$ cat config.mk
export PLATFORM = sky130hd
export DESIGN_NAME = pipe_ctrl_flat
export DESIGN_NICKNAME = d
export VERILOG_FILES = /design/src/rtl/pipe_ctrl_pkg.sv /design/src/rtl/pipe_ctrl_if.sv /design/src/rtl/pipe_ctrl_sat_counter.sv /design/src/rtl/pipe_ctrl.sv /design/src/flat_wrapper.sv
export SDC_FILE = /design/constraint.sdc
export NUM_CORES = 1
export LEC_CHECK = 0
export CAP_MARGIN = 5
export CORE_MARGIN = 10
export CORE_UTILIZATION = 45
export DETAILED_ROUTE_END_ITERATION = 10
export PLACE_DENSITY = 0.74
export SYNTH_ARGS = -nofsm -noshare
export SYNTH_HDL_FRONTEND = slang
export SYNTH_SLANG_ARGS = --single-unit
$ cat constraint.sdc
create_clock -name clk -period 1.9 [get_ports clk]
set_input_delay 0.285 -clock clk [delete_from_list [all_inputs] [get_ports clk]]
set_output_delay 0.285 -clock clk [all_outputs]
set_load 0.1 [all_outputs]
$ cat src/rtl/pipe_ctrl_pkg.sv
// Shared types and constants for the pipeline sequencer: controller states,
// the front-end control bundle and its idle value.
package pipe_ctrl_pkg;

    typedef enum logic [1:0] {
        CTRL_RUN      = 2'd0,
        CTRL_FLUSH    = 2'd1,
        CTRL_HOLD_JMP = 2'd2
    } ctrl_state_e;

    localparam logic [31:0] ZeroAddr     = 32'h0000_0000;
    localparam logic        JumpEnable   = 1'b1;
    localparam logic        JumpDisable  = 1'b0;
    localparam logic        StallEnable  = 1'b1;
    localparam logic        StallDisable = 1'b0;
    localparam int          FlushCntW    = 3;

    typedef struct packed {
        logic        jumpEn;
        logic [31:0] jumpAddr;
        logic        stallPc;
        logic        stallIfId;
        logic        stallIdEx;
        logic        flushIfId;
        logic        flushIdEx;
    } ctrl_out_t;

    localparam ctrl_out_t CtrlIdle = '{
        jumpEn:    JumpDisable,
        jumpAddr:  ZeroAddr,
        stallPc:   StallDisable,
        stallIfId: StallDisable,
        stallIdEx: StallDisable,
        flushIfId: 1'b0,
        flushIdEx: 1'b0
    };

endpackage

$ cat src/rtl/pipe_ctrl_if.sv
// Execute-side requests and front-end control outputs of the pipeline sequencer.
// The slave modport is the sequencer itself; master is whoever drives the requests.
interface pipe_ctrl_if;

    logic        jump_en_i;
    logic [31:0] jump_addr_i;
    logic        hold_ex_i;
    logic        hold_bus_i;
    logic        jump_en_o;
    logic [31:0] jump_addr_o;
    logic        stall_pc_o;
    logic        stall_if_id_o;
    logic        stall_id_ex_o;
    logic        flush_if_id_o;
    logic        flush_id_ex_o;

    modport master (
        output jump_en_i, jump_addr_i, hold_ex_i, hold_bus_i,
        input  jump_en_o, jump_addr_o, stall_pc_o, stall_if_id_o, stall_id_ex_o,
               flush_if_id_o, flush_id_ex_o
    );

    modport slave (
        input  jump_en_i, jump_addr_i, hold_ex_i, hold_bus_i,
        output jump_en_o, jump_addr_o, stall_pc_o, stall_if_id_o, stall_id_ex_o,
               flush_if_id_o, flush_id_ex_o
    );

endinterface

$ cat src/rtl/pipe_ctrl_sat_counter.sv
// Saturating up-counter used for the sequencer's performance counters;
// sticks at all-ones instead of wrapping.
module sat_counter #(
    parameter int W = 32
) (
    input  logic         clk,
    input  logic         rst,
    input  logic         inc_i,
    output logic [W-1:0] cnt_o
);

    logic [W-1:0] cnt_q;
    logic [W-1:0] cnt_d;

    always_comb begin
        cnt_d = cnt_q;
        if (inc_i && (cnt_q != {W{1'b1}})) begin
            cnt_d = cnt_q + W'(1);
        end
    end

    always_ff @(posedge clk) begin
        if (rst) begin
            cnt_q <= '0;
        end else begin
            cnt_q <= cnt_d;
        end
    end

    assign cnt_o = cnt_q;

endmodule

$ cat src/rtl/pipe_ctrl.sv
// Pipeline sequencer: turns execute redirects/holds and bus stalls into PC redirect,
// per-stage stall/flush controls, with a hold watchdog and saturating perf counters.
module pipe_ctrl
    import pipe_ctrl_pkg::*;
#(
    parameter int FLUSH_CYCLES = 1,
    parameter int HOLD_MAX     = 64,
    parameter int CNT_W        = 32
) (
    input  logic             clk,
    input  logic             rst,
    pipe_ctrl_if.slave       bus,
    output logic             hold_timeout_o,
    output logic [CNT_W-1:0] jump_cnt_o,
    output logic [CNT_W-1:0] stall_cnt_o
);

    localparam logic [FlushCntW-1:0] FlushInit = FlushCntW'(FLUSH_CYCLES - 1);
    localparam int                   HoldW     = (HOLD_MAX > 1) ? $clog2(HOLD_MAX) : 1;
    localparam logic [HoldW-1:0]     HoldLast  = HoldW'((HOLD_MAX > 0) ? HOLD_MAX - 1 : 0);

    ctrl_state_e          state_q, state_d;
    logic [FlushCntW-1:0] flushCnt_q, flushCnt_d;
    logic [31:0]          pendAddr_q, pendAddr_d;
    logic [HoldW-1:0]     holdRun_q, holdRun_d;
    logic                 holdTimeout_q, holdTimeout_d;

    ctrl_out_t   ctrlOut;
    logic        doRedirect;
    logic [31:0] redirAddr;
    logic        held;
    logic        anyStall;
    logic [CNT_W-1:0] jumpCnt;
    logic [CNT_W-1:0] stallCnt;

    // Bus stall outranks any jump; a jump seen under bus stall is parked until the bus frees.
    always_comb begin
        ctrlOut    = CtrlIdle;
        state_d    = state_q;
        flushCnt_d = flushCnt_q;
        pendAddr_d = pendAddr_q;
        doRedirect = 1'b0;
        redirAddr  = ZeroAddr;

        case (state_q)
            CTRL_RUN: begin
                if (bus.hold_bus_i) begin
                    ctrlOut.stallPc   = StallEnable;
                    ctrlOut.stallIfId = StallEnable;
                    ctrlOut.stallIdEx = StallEnable;
                    if (bus.jump_en_i) begin
                        pendAddr_d = bus.jump_addr_i;
                        state_d    = CTRL_HOLD_JMP;
                    end
                end else if (bus.jump_en_i) begin
                    doRedirect = 1'b1;
                    redirAddr  = bus.jump_addr_i;
                end else if (bus.hold_ex_i) begin
                    ctrlOut.stallPc   = StallEnable;
                    ctrlOut.stallIfId = StallEnable;
                    ctrlOut.flushIdEx = 1'b1;
                end
            end
            CTRL_FLUSH: begin
                ctrlOut.flushIfId = 1'b1;
                ctrlOut.flushIdEx = 1'b1;
                if (bus.hold_bus_i) begin
                    ctrlOut.stallPc = StallEnable;
                end
                if (flushCnt_q <= FlushCntW'(1)) begin
                    state_d    = CTRL_RUN;
                    flushCnt_d = '0;
                end else begin
                    flushCnt_d = flushCnt_q - FlushCntW'(1);
                end
            end
            CTRL_HOLD_JMP: begin
                if (bus.hold_bus_i) begin
                    ctrlOut.stallPc   = StallEnable;
                    ctrlOut.stallIfId = StallEnable;
                    ctrlOut.stallIdEx = StallEnable;
                end else begin
                    doRedirect = 1'b1;
                    redirAddr  = pendAddr_q;
                end
            end
            default: begin
                state_d = CTRL_RUN;
            end
        endcase

        if (doRedirect) begin
            ctrlOut.jumpEn    = JumpEnable;
            ctrlOut.jumpAddr  = redirAddr;
            ctrlOut.flushIfId = 1'b1;
            ctrlOut.flushIdEx = 1'b1;
            if (FLUSH_CYCLES > 1) begin
                state_d    = CTRL_FLUSH;
                flushCnt_d = FlushInit;
            end else begin
                state_d    = CTRL_RUN;
            end
        end

        if (rst) begin
            ctrlOut = CtrlIdle;
        end
    end

    assign held = bus.hold_ex_i | bus.hold_bus_i;

    always_comb begin
        holdRun_d     = '0;
        holdTimeout_d = holdTimeout_q;
        if (held) begin
            holdRun_d = (holdRun_q == HoldLast) ? holdRun_q : holdRun_q + HoldW'(1);
            if ((HOLD_MAX != 0) && (holdRun_q == HoldLast)) begin
                holdTimeout_d = 1'b1;
            end
        end
    end

    always_ff @(posedge clk) begin
        if (rst) begin
            state_q       <= CTRL_RUN;
            flushCnt_q    <= '0;
            pendAddr_q    <= ZeroAddr;
            holdRun_q     <= '0;
            holdTimeout_q <= 1'b0;
        end else begin
            state_q       <= state_d;
            flushCnt_q    <= flushCnt_d;
            pendAddr_q    <= pendAddr_d;
            holdRun_q     <= holdRun_d;
            holdTimeout_q <= holdTimeout_d;
        end
    end

    assign anyStall = ctrlOut.stallPc | ctrlOut.stallIfId | ctrlOut.stallIdEx;

    sat_counter #(.W(CNT_W)) u_jump_cnt (
        .clk   (clk),
        .rst   (rst),
        .inc_i (ctrlOut.jumpEn),
        .cnt_o (jumpCnt)
    );

    sat_counter #(.W(CNT_W)) u_stall_cnt (
        .clk   (clk),
        .rst   (rst),
        .inc_i (anyStall),
        .cnt_o (stallCnt)
    );

    assign bus.jump_en_o     = ctrlOut.jumpEn;
    assign bus.jump_addr_o   = ctrlOut.jumpAddr;
    assign bus.stall_pc_o    = ctrlOut.stallPc;
    assign bus.stall_if_id_o = ctrlOut.stallIfId;
    assign bus.stall_id_ex_o = ctrlOut.stallIdEx;
    assign bus.flush_if_id_o = ctrlOut.flushIfId;
    assign bus.flush_id_ex_o = ctrlOut.flushIdEx;

    assign hold_timeout_o = rst ? 1'b0 : holdTimeout_q;
    assign jump_cnt_o     = rst ? '0 : jumpCnt;
    assign stall_cnt_o    = rst ? '0 : stallCnt;

endmodule

$ cat src/flat_wrapper.sv
// flat-port wrapper written by rule: the top's interface ports become plain ports
module pipe_ctrl_flat import pipe_ctrl_pkg::*;
#(
    parameter int FLUSH_CYCLES = 1,
    parameter int HOLD_MAX     = 64,
    parameter int CNT_W        = 32
)
  (clk, rst, hold_timeout_o, jump_cnt_o, stall_cnt_o, bus_jump_en_i, bus_jump_addr_i, bus_hold_ex_i, bus_hold_bus_i, bus_jump_en_o, bus_jump_addr_o, bus_stall_pc_o, bus_stall_if_id_o, bus_stall_id_ex_o, bus_flush_if_id_o, bus_flush_id_ex_o);
  pipe_ctrl_if bus_i ();
  input  logic clk;
  input  logic rst;
  output logic hold_timeout_o;
  output logic [CNT_W-1:0] jump_cnt_o;
  output logic [CNT_W-1:0] stall_cnt_o;
  input wire logic [$bits(bus_i.jump_en_i)-1:0] bus_jump_en_i;
  input wire logic [$bits(bus_i.jump_addr_i)-1:0] bus_jump_addr_i;
  input wire logic [$bits(bus_i.hold_ex_i)-1:0] bus_hold_ex_i;
  input wire logic [$bits(bus_i.hold_bus_i)-1:0] bus_hold_bus_i;
  output wire logic [$bits(bus_i.jump_en_o)-1:0] bus_jump_en_o;
  output wire logic [$bits(bus_i.jump_addr_o)-1:0] bus_jump_addr_o;
  output wire logic [$bits(bus_i.stall_pc_o)-1:0] bus_stall_pc_o;
  output wire logic [$bits(bus_i.stall_if_id_o)-1:0] bus_stall_if_id_o;
  output wire logic [$bits(bus_i.stall_id_ex_o)-1:0] bus_stall_id_ex_o;
  output wire logic [$bits(bus_i.flush_if_id_o)-1:0] bus_flush_if_id_o;
  output wire logic [$bits(bus_i.flush_id_ex_o)-1:0] bus_flush_id_ex_o;
  assign bus_i.jump_en_i = bus_jump_en_i;
  assign bus_i.jump_addr_i = bus_jump_addr_i;
  assign bus_i.hold_ex_i = bus_hold_ex_i;
  assign bus_i.hold_bus_i = bus_hold_bus_i;
  assign bus_jump_en_o = bus_i.jump_en_o;
  assign bus_jump_addr_o = bus_i.jump_addr_o;
  assign bus_stall_pc_o = bus_i.stall_pc_o;
  assign bus_stall_if_id_o = bus_i.stall_if_id_o;
  assign bus_stall_id_ex_o = bus_i.stall_id_ex_o;
  assign bus_flush_if_id_o = bus_i.flush_if_id_o;
  assign bus_flush_id_ex_o = bus_i.flush_id_ex_o;
  pipe_ctrl #(.FLUSH_CYCLES(FLUSH_CYCLES), .HOLD_MAX(HOLD_MAX), .CNT_W(CNT_W)) u_core (.clk(clk), .rst(rst), .bus(bus_i), .hold_timeout_o(hold_timeout_o), .jump_cnt_o(jump_cnt_o), .stall_cnt_o(stall_cnt_o));
endmodule
==> results of run 1 <==
[critical path, cell delays in order (launching register included)]
cell and delay, ns:
dfxtp_2 0.33, or3b_4 0.48, a211oi_4 0.30, o211ai_1 0.18
buf_4 0.22, or4_1 0.52, nand2_1 0.08
[power groups by stage]
stage	registers [mW]	logic (mW)	clock network (mW)
floorplan	2.30	0.411	0
global placement	2.30	0.696	0
detailed placement	2.30	0.716	0
CTS	2.25	0.770	1.95
global route	2.26	0.885	2.04
finish	2.26	0.851	1.97
[area by class of cell]
cell class | instances | area share [%]
well taps | 147 | 1.76
inverters | 9 | 0.359
multi-input cells | 539 | 39.7
clock inverters | 2 | 0.359
flip-flops and latches | 104 | 20.3
repair buffers | 271 | 34.9
clock buffers | 13 | 2.59
[state kept, by name, summed over array words and instances, names as in the netlist]
signal and flops:
u_core.pendAddr_q 32, u_core.u_stall_cnt.cnt_o 32, u_core.holdTimeout_q 1, u_core.state_q 1, u_core.u_jump_cnt.cnt_o 32, u_core.holdRun_q 6
[cell usage after synthesis, drive strengths merged (5+ instances only)]
master,number,area [um^2]
a21oi,45,225
a22oi,32,240
and3,16,100
and4,12,105
buf,12,55.1
clkbuf,29,109
dfxtp,104,2080
inv,9,33.8
mux2,25,282
nand2,104,390
nand3,27,135
nand4,17,106
nor2,80,300
nor2b,61,382
nor3,9,45.0
nor3b,5,37.5
nor4,6,58.8
o21ai,21,105
o31ai,7,57.6
or3,7,43.8
or4,16,124
xnor2,10,87.6
[kinds of logic (layout without fill, tap and decap cells)]
family,Yosys count,count (layout),share of synthesized area (%)
simple gates,371,371,35.1
compound gates,125,125,14.8
flops,104,104,38.2
buf+inv,50,295,3.63
mux,26,26,5.35
xor+xnor,14,14,2.25
fa+ha+maj,3,3,0.689
[path summary, 6_finish.rpt]
check | from | endpoint | slack [ns] | cells past startpoint
setup / recovery | u_core.state_q[1] | u_core.u_stall_cnt.cnt_o[24] | -0.26 | 6
hold / removal | rst | u_core.u_stall_cnt.cnt_o[0] | 0.44 | 3
setup reg to reg | u_core.state_q[1] | u_core.u_stall_cnt.cnt_o[24] | -0.26 | 6
hold reg to reg | u_core.pendAddr_q[25] | u_core.pendAddr_q[25] | 0.48 | 2
[cell usage in the layout (no fill, tap or decap), types with 6 or more instances in the layout]
cell type	n
a21oi_1	39
a22oi_2	32
and3_1	12
and4_1	7
buf_12	112
buf_4	104
buf_6	15
clkbuf_16	11
clkdlybuf4s50_1	32
dfxtp_1	81
dfxtp_2	20
inv_1	7
mux2_2	6
mux2_4	14
nand2_1	100
nand3_1	17
nand3_2	7
nand4_1	17
nor2_1	44
nor2_2	10
nor2_4	26
nor2b_1	23
nor2b_2	33
o21ai_0	15
o21ai_1	6
or4_1	12
xnor2_1	7
[metrics by stage]
| stage | utilization (%) | instance area, um^2 | hold WS, ns |
|---|---|---|---|
| after global routing | 87.3 | 10400 | 0.448 |
| after CTS | 83.1 | 9940 | 0.379 |
| final | 87.3 | 10400 | 0.441 |
| after global placement | 77.0 | 9210 | 0.442 |
| after floorplan | - | 5900 | 0.421 |
| after detailed placement | 77.0 | 9210 | 0.447 |
[timing repair]
item	4_1_cts	5_1_grt
endpoints found under the hold margin	0	0
gates cloned	4	3
resized for setup	67	103
hold buffers	0	0
endpoints found under the setup margin	83	93
buffers inserted	13	13
pin swaps	43	61
[layer usage]
layer | wire length [um] | part of all wire, %
met5 | 0 | 0
met2 | 13100 | 51
met3 | 2560 | 9.9
met1 | 9010 | 35
met4 | 1210 | 4.7
==> results.json, run 1 <==
{
  "netSwitchingFraction_pct": 27.3,
  "drtIter0Drc": 838,
  "min_period_over_period_pct": 114,
  "synth-main-ff-cell": "dfxtp_1",
  "power.internal_mw": 3.69,
  "dpl_worst_slack_ns": -0.605,
  "final.fill_count": 512,
  "async_flop_share_pct": 0,
  "syn_area_per_cell_um2": 7.87,
  "pwr-share-seq_pct": 44.4,
  "fin_crit_ns": 2.16,
  "crit_path_end_kind": "flip-flop",
  "vias_per_cell": 6.39,
  "met3_usage_pct": 6.94,
  "grt_pass1_wl_um": 34700,
  "cp_max_fo": 5,
  "root_buffer": "clkbuf_16",
  "seq_area_um2": 2120,
  "initial_utilization_pct": 45.6,
  "tightest_slew_ns": 0.653,
  "finalSetupViolCount": 92,
  "drv_cap": 0,
  "dp_cells": 1042,
  "syn_area_um2": 5450,
  "finalNonFillerCells": 1085,
  "top_usage_layer": "met2",
  "synthDistinctLibCells": 54,
  "nets": 974,
  "vdd_drop_max_mv": 0.468,
  "dr_total_vias": 6938,
  "wl_per_cell_um": 23.8,
  "numCtsBuffers": 9,
  "power_switching_mw": 1.39,
  "synthCells": 693,
  "cellLeakagePower_nw": 3.91,
  "io_pins": 140,
  "io_buffers": 139,
  "insertion_delay_ns": 0.35,
  "cellPowerDensity_nw_per_um2": 486,
  "synth_edf_count": 0,
  "drv_slew": 0,
  "grt.total_usage_pct": 25.4,
  "antenna_left": 0,
  "coreArea_um2": 12000,
  "fp-row-count": 40,
  "multiInputGateArea_um2": 4150,
  "p_comb_share_pct": 16.7,
  "grt_pass1_vias": 6570,
  "synth-seq-cells": 104,
  "finalHoldViolCount": 0,
  "synth_fp_nets": 733,
  "antenna_cells": 0,
  "cp_data_required_time_ns": 2.20,
  "slew_headroom_pct": 56.5,
  "violations": "setup timing",
  "overflow": 0,
  "worst_setup_hold_path_clk_slew_ns": 0.07,
  "use_met1_pct": 28.7,
  "drc_errors": 0,
  "clock_power_share_pct": 38.8,
  "wl_um": 25800,
  "power_mw": 5.08,
  "die-area_um2": 16900,
  "min_path_type": "input pin to flip-flop",
  "drt_first_pass_iters": 5,
  "syn_to_final_growth_pct": 91.5,
  "worstPathArrival_ns": 2.46,
  "die_w_um": 130,
  "gp_congestion": 0.887,
  "fmax_mhz": 463,
  "rsz0062_at_grt": "true",
  "cts_tree": "built",
  "antenna_found_initial": 0,
  "hpwl_um": 14300,
  "final.setup.tns_ns": -10.00,
  "finClkSkew_ns": 0.0119,
  "cp-start-kind": "flip-flop",
  "ys_seq_area_share_pct": 38.2,
  "drive_gt1_share_pct": 50.3,
  "fin_ws_ns": -0.261,
  "die_h_um": 130,
  "worst-setup-path-type": "flip-flop to flip-flop",
  "grt_util_met2_pct": 44.8,
  "cts_buffer_depth": 2,
  "ys_warn_count": 0,
  "grt_max_degree": 86,
  "clock_sinks": 104,
  "status": "complete, but fails checks",
  "cts-htree-levels": 3
}
Power figures use the tool's default switching activity.
==> run 2, diff against run 1 <==
HOLD_SLACK_MARGIN = 0.02   (was default)
==> results of run 2 <==
Final layout, timing and power as in run 1 (identical DEF).
==> run 3, diff against run 2 <==
CAP_MARGIN = 20   (was 5)
REMOVE_ABC_BUFFERS = 1   (was default)
==> run 3 against run 2 <==
Net effect:
- the run still ends with setup timing left
- worst setup slack gained 0.011 ns
- cell count grew 0.74%
- sequential share of layout area grew 0.84 points
- global-route usage shrank 2.4 points
- sequential power is essentially flat
- register-to-register slack is essentially flat
- die area is the same
- combinational power shrank 11%
- first-iteration DRC count shrank 45%
- clock power grew 3%
- fmax grew 0.50%
- critical endpoint is now u_core.u_stall_cnt.cnt_o[19]
- largest cell class unchanged
==> results.json, run 3 (synthesized netlist as in run 1, its figures left out) <==
{
  "gp_congestion": 0.908,
  "drv_cap": 0,
  "cellLeakagePower_nw": 3.98,
  "multiInputGateArea_um2": 3760,
  "crit_slowest_cell": "or3b_4",
  "path_cells": "or3b_4, a211oi_4, buf_4, o211ai_1, or3_1, a21oi_2",
  "worstPathArrival_ns": 2.44,
  "finalSetupViolCount": 67,
  "cts_hold_buf": 0,
  "cp-startpoint": "u_core.state_q[1]",
  "min_path_type": "input pin to flip-flop",
  "cts-htree-levels": 3,
  "overflow": 0,
  "drc_errors": 0,
  "place_area_um2": 8690,
  "dp_cells": 1036,
  "syn_to_final_growth_pct": 84.9,
  "crit_path_end_kind": "flip-flop",
  "crit_cells": 6,
  "finalHoldViolCount": 0,
  "fin_crit_ns": 2.15,
  "wl_per_cell_um": 19.8,
  "io_pins": 140,
  "critPathBufInv": 1,
  "final_core_util_pct": 84.3,
  "tightest_slew_ns": 0.545,
  "drv_slew": 0,
  "antenna_found_initial": 0,
  "drive_gt1_share_pct": 44.4,
  "numCtsBuffers": 9,
  "vdd_drop_max_mv": 0.448,
  "grt.total_usage_pct": 23.0,
  "timing.rr.start": "u_core.state_q[1]",
  "dpl_worst_slack_ns": -0.582,
  "die_h_um": 130,
  "seq_area_um2": 2130,
  "dr_total_vias": 6372,
  "final_area_um2": 10100,
  "layout_commonest_cell": "buf_4",
  "antenna_cells": 0,
  "layout_common_cells": "buf_4, buf_12, nand2_1",
  "violations": "setup timing",
  "min_period_over_period_pct": 113,
  "finClkSkew_ns": 0.00688,
  "hpwl_um": 13400,
  "drtIter0Drc": 462,
  "finalNonFillerCells": 1093,
  "status": "complete, but fails checks",
  "cp_data_required_time_ns": 2.19,
  "r2r-end": "u_core.u_stall_cnt.cnt_o[19]",
  "root_buffer": "clkbuf_16",
  "slew_headroom_pct": 63.6,
  "r2r_slack_ns": -0.25,
  "cp-endpoint": "u_core.u_stall_cnt.cnt_o[19]",
  "insertion_delay_ns": 0.36,
  "clock_sinks": 104,
  "grt_max_degree": 86,
  "fin_ws_ns": -0.250,
  "worst-setup-path-type": "flip-flop to flip-flop",
  "cp_max_fo": 6,
  "antenna_left": 0,
  "worst_setup_hold_path_clk_slew_ns": 0.07,
  "final.fill_count": 626,
  "cellPowerDensity_nw_per_um2": 499,
  "grt_pass1_wl_um": 31500,
  "fmax_mhz": 465,
  "cp-start-kind": "flip-flop",
  "grt_pass1_vias": 6218,
  "cts_tree": "built",
  "rsz0062_at_grt": "true",
  "vias_per_cell": 5.83,
  "cpPeakStageDelay_ns": 0.44,
  "wl_um": 21700,
  "initial_utilization_pct": 45.6,
  "coreArea_um2": 12000,
  "cpLargestDelayFamily": "simple AND/OR/NAND/NOR gates",
  "nets": 981,
  "cts_buffer_depth": 2,
  "die_w_um": 130,
  "drt_first_pass_iters": 5,
  "r2r.worst_path.cells": 6,
  "fp-row-count": 40,
  "io_buffers": 139,
  "die-area_um2": 16900
}
[run 3: changes by cell type in the layout (fill, tap and decap cells not counted), sizes merged]
cell / before / now
buf: 234 / 241
bufinv: 1 / 2
clkinv: 0 / 3
inv: 8 / 10
clkbuf: 15 / 11
clkinvlp: 2 / 1
[run 3: layout make-up]
class | instances | share of cell area, %
Sequential cell | 104 | 21.1
Clock buffer | 9 | 2.23
Tap cell | 147 | 1.82
Inverter | 9 | 0.335
Clock inverter | 7 | 0.943
Timing Repair Buffer | 278 | 36.2
Multi-Input combinational cell | 539 | 37.3
[run 3: tightest hold or removal path, delay by kind of cell]
family                 cells  cell delay, ns
and+or+nand+nor            1            0.08
buffers and inverters      2            0.31
[run 3: power breakdown]
group          internal (mW)  switching, mW  leakage, nW
clock                   1.16          0.862        0.156
combinational          0.319          0.440         2.96
sequential              2.22         0.0343        0.859
[run 3: how the worst min path moves through the flow]
stage / slack, ns / to / startpoint / cells past startpoint
2_1_floorplan: 0.35 / u_core.pendAddr_q[0] / rst / 1
3_3_place_gp: 0.44 / u_core.pendAddr_q[13] / u_core.pendAddr_q[13] / 2
3_5_place_dp: 0.45 / u_core.pendAddr_q[26] / u_core.pendAddr_q[26] / 2
4_1_cts: 0.35 / u_core.state_q[1] / rst / 3
5_1_grt: 0.36 / u_core.state_q[1] / rst / 3
6_report: 0.36 / u_core.state_q[1] / rst / 3
[run 3: metal layers]
| metal | wire, um | GRT usage (%) |
|---|---|---|
| met5 | 0 | 0 |
| met4 | 502 | 7.67 |
| met3 | 1430 | 5.92 |
| met2 | 11600 | 41.6 |
| met1 | 8200 | 25.6 |
[run 3: timing repair]
item,4_1_cts,5_1_grt
buffers inserted,16,26
pin swaps,46,49
gates cloned,5,2
setup endpoints to repair,83,91
gates resized for setup,109,90
[run 3: through the flow]
step / total power [mW] / setup TNS (ns) / hold slack (ns)
after detailed placement: 2.94 / -37.16 / 0.449
after CTS: 5.00 / -6.29 / 0.346
final: 5.03 / -7.35 / 0.364
after floorplan: 2.60 / -105.24 / 0.354
after global placement: 2.92 / -31.05 / 0.442
after global routing: 5.18 / -11.46 / 0.363
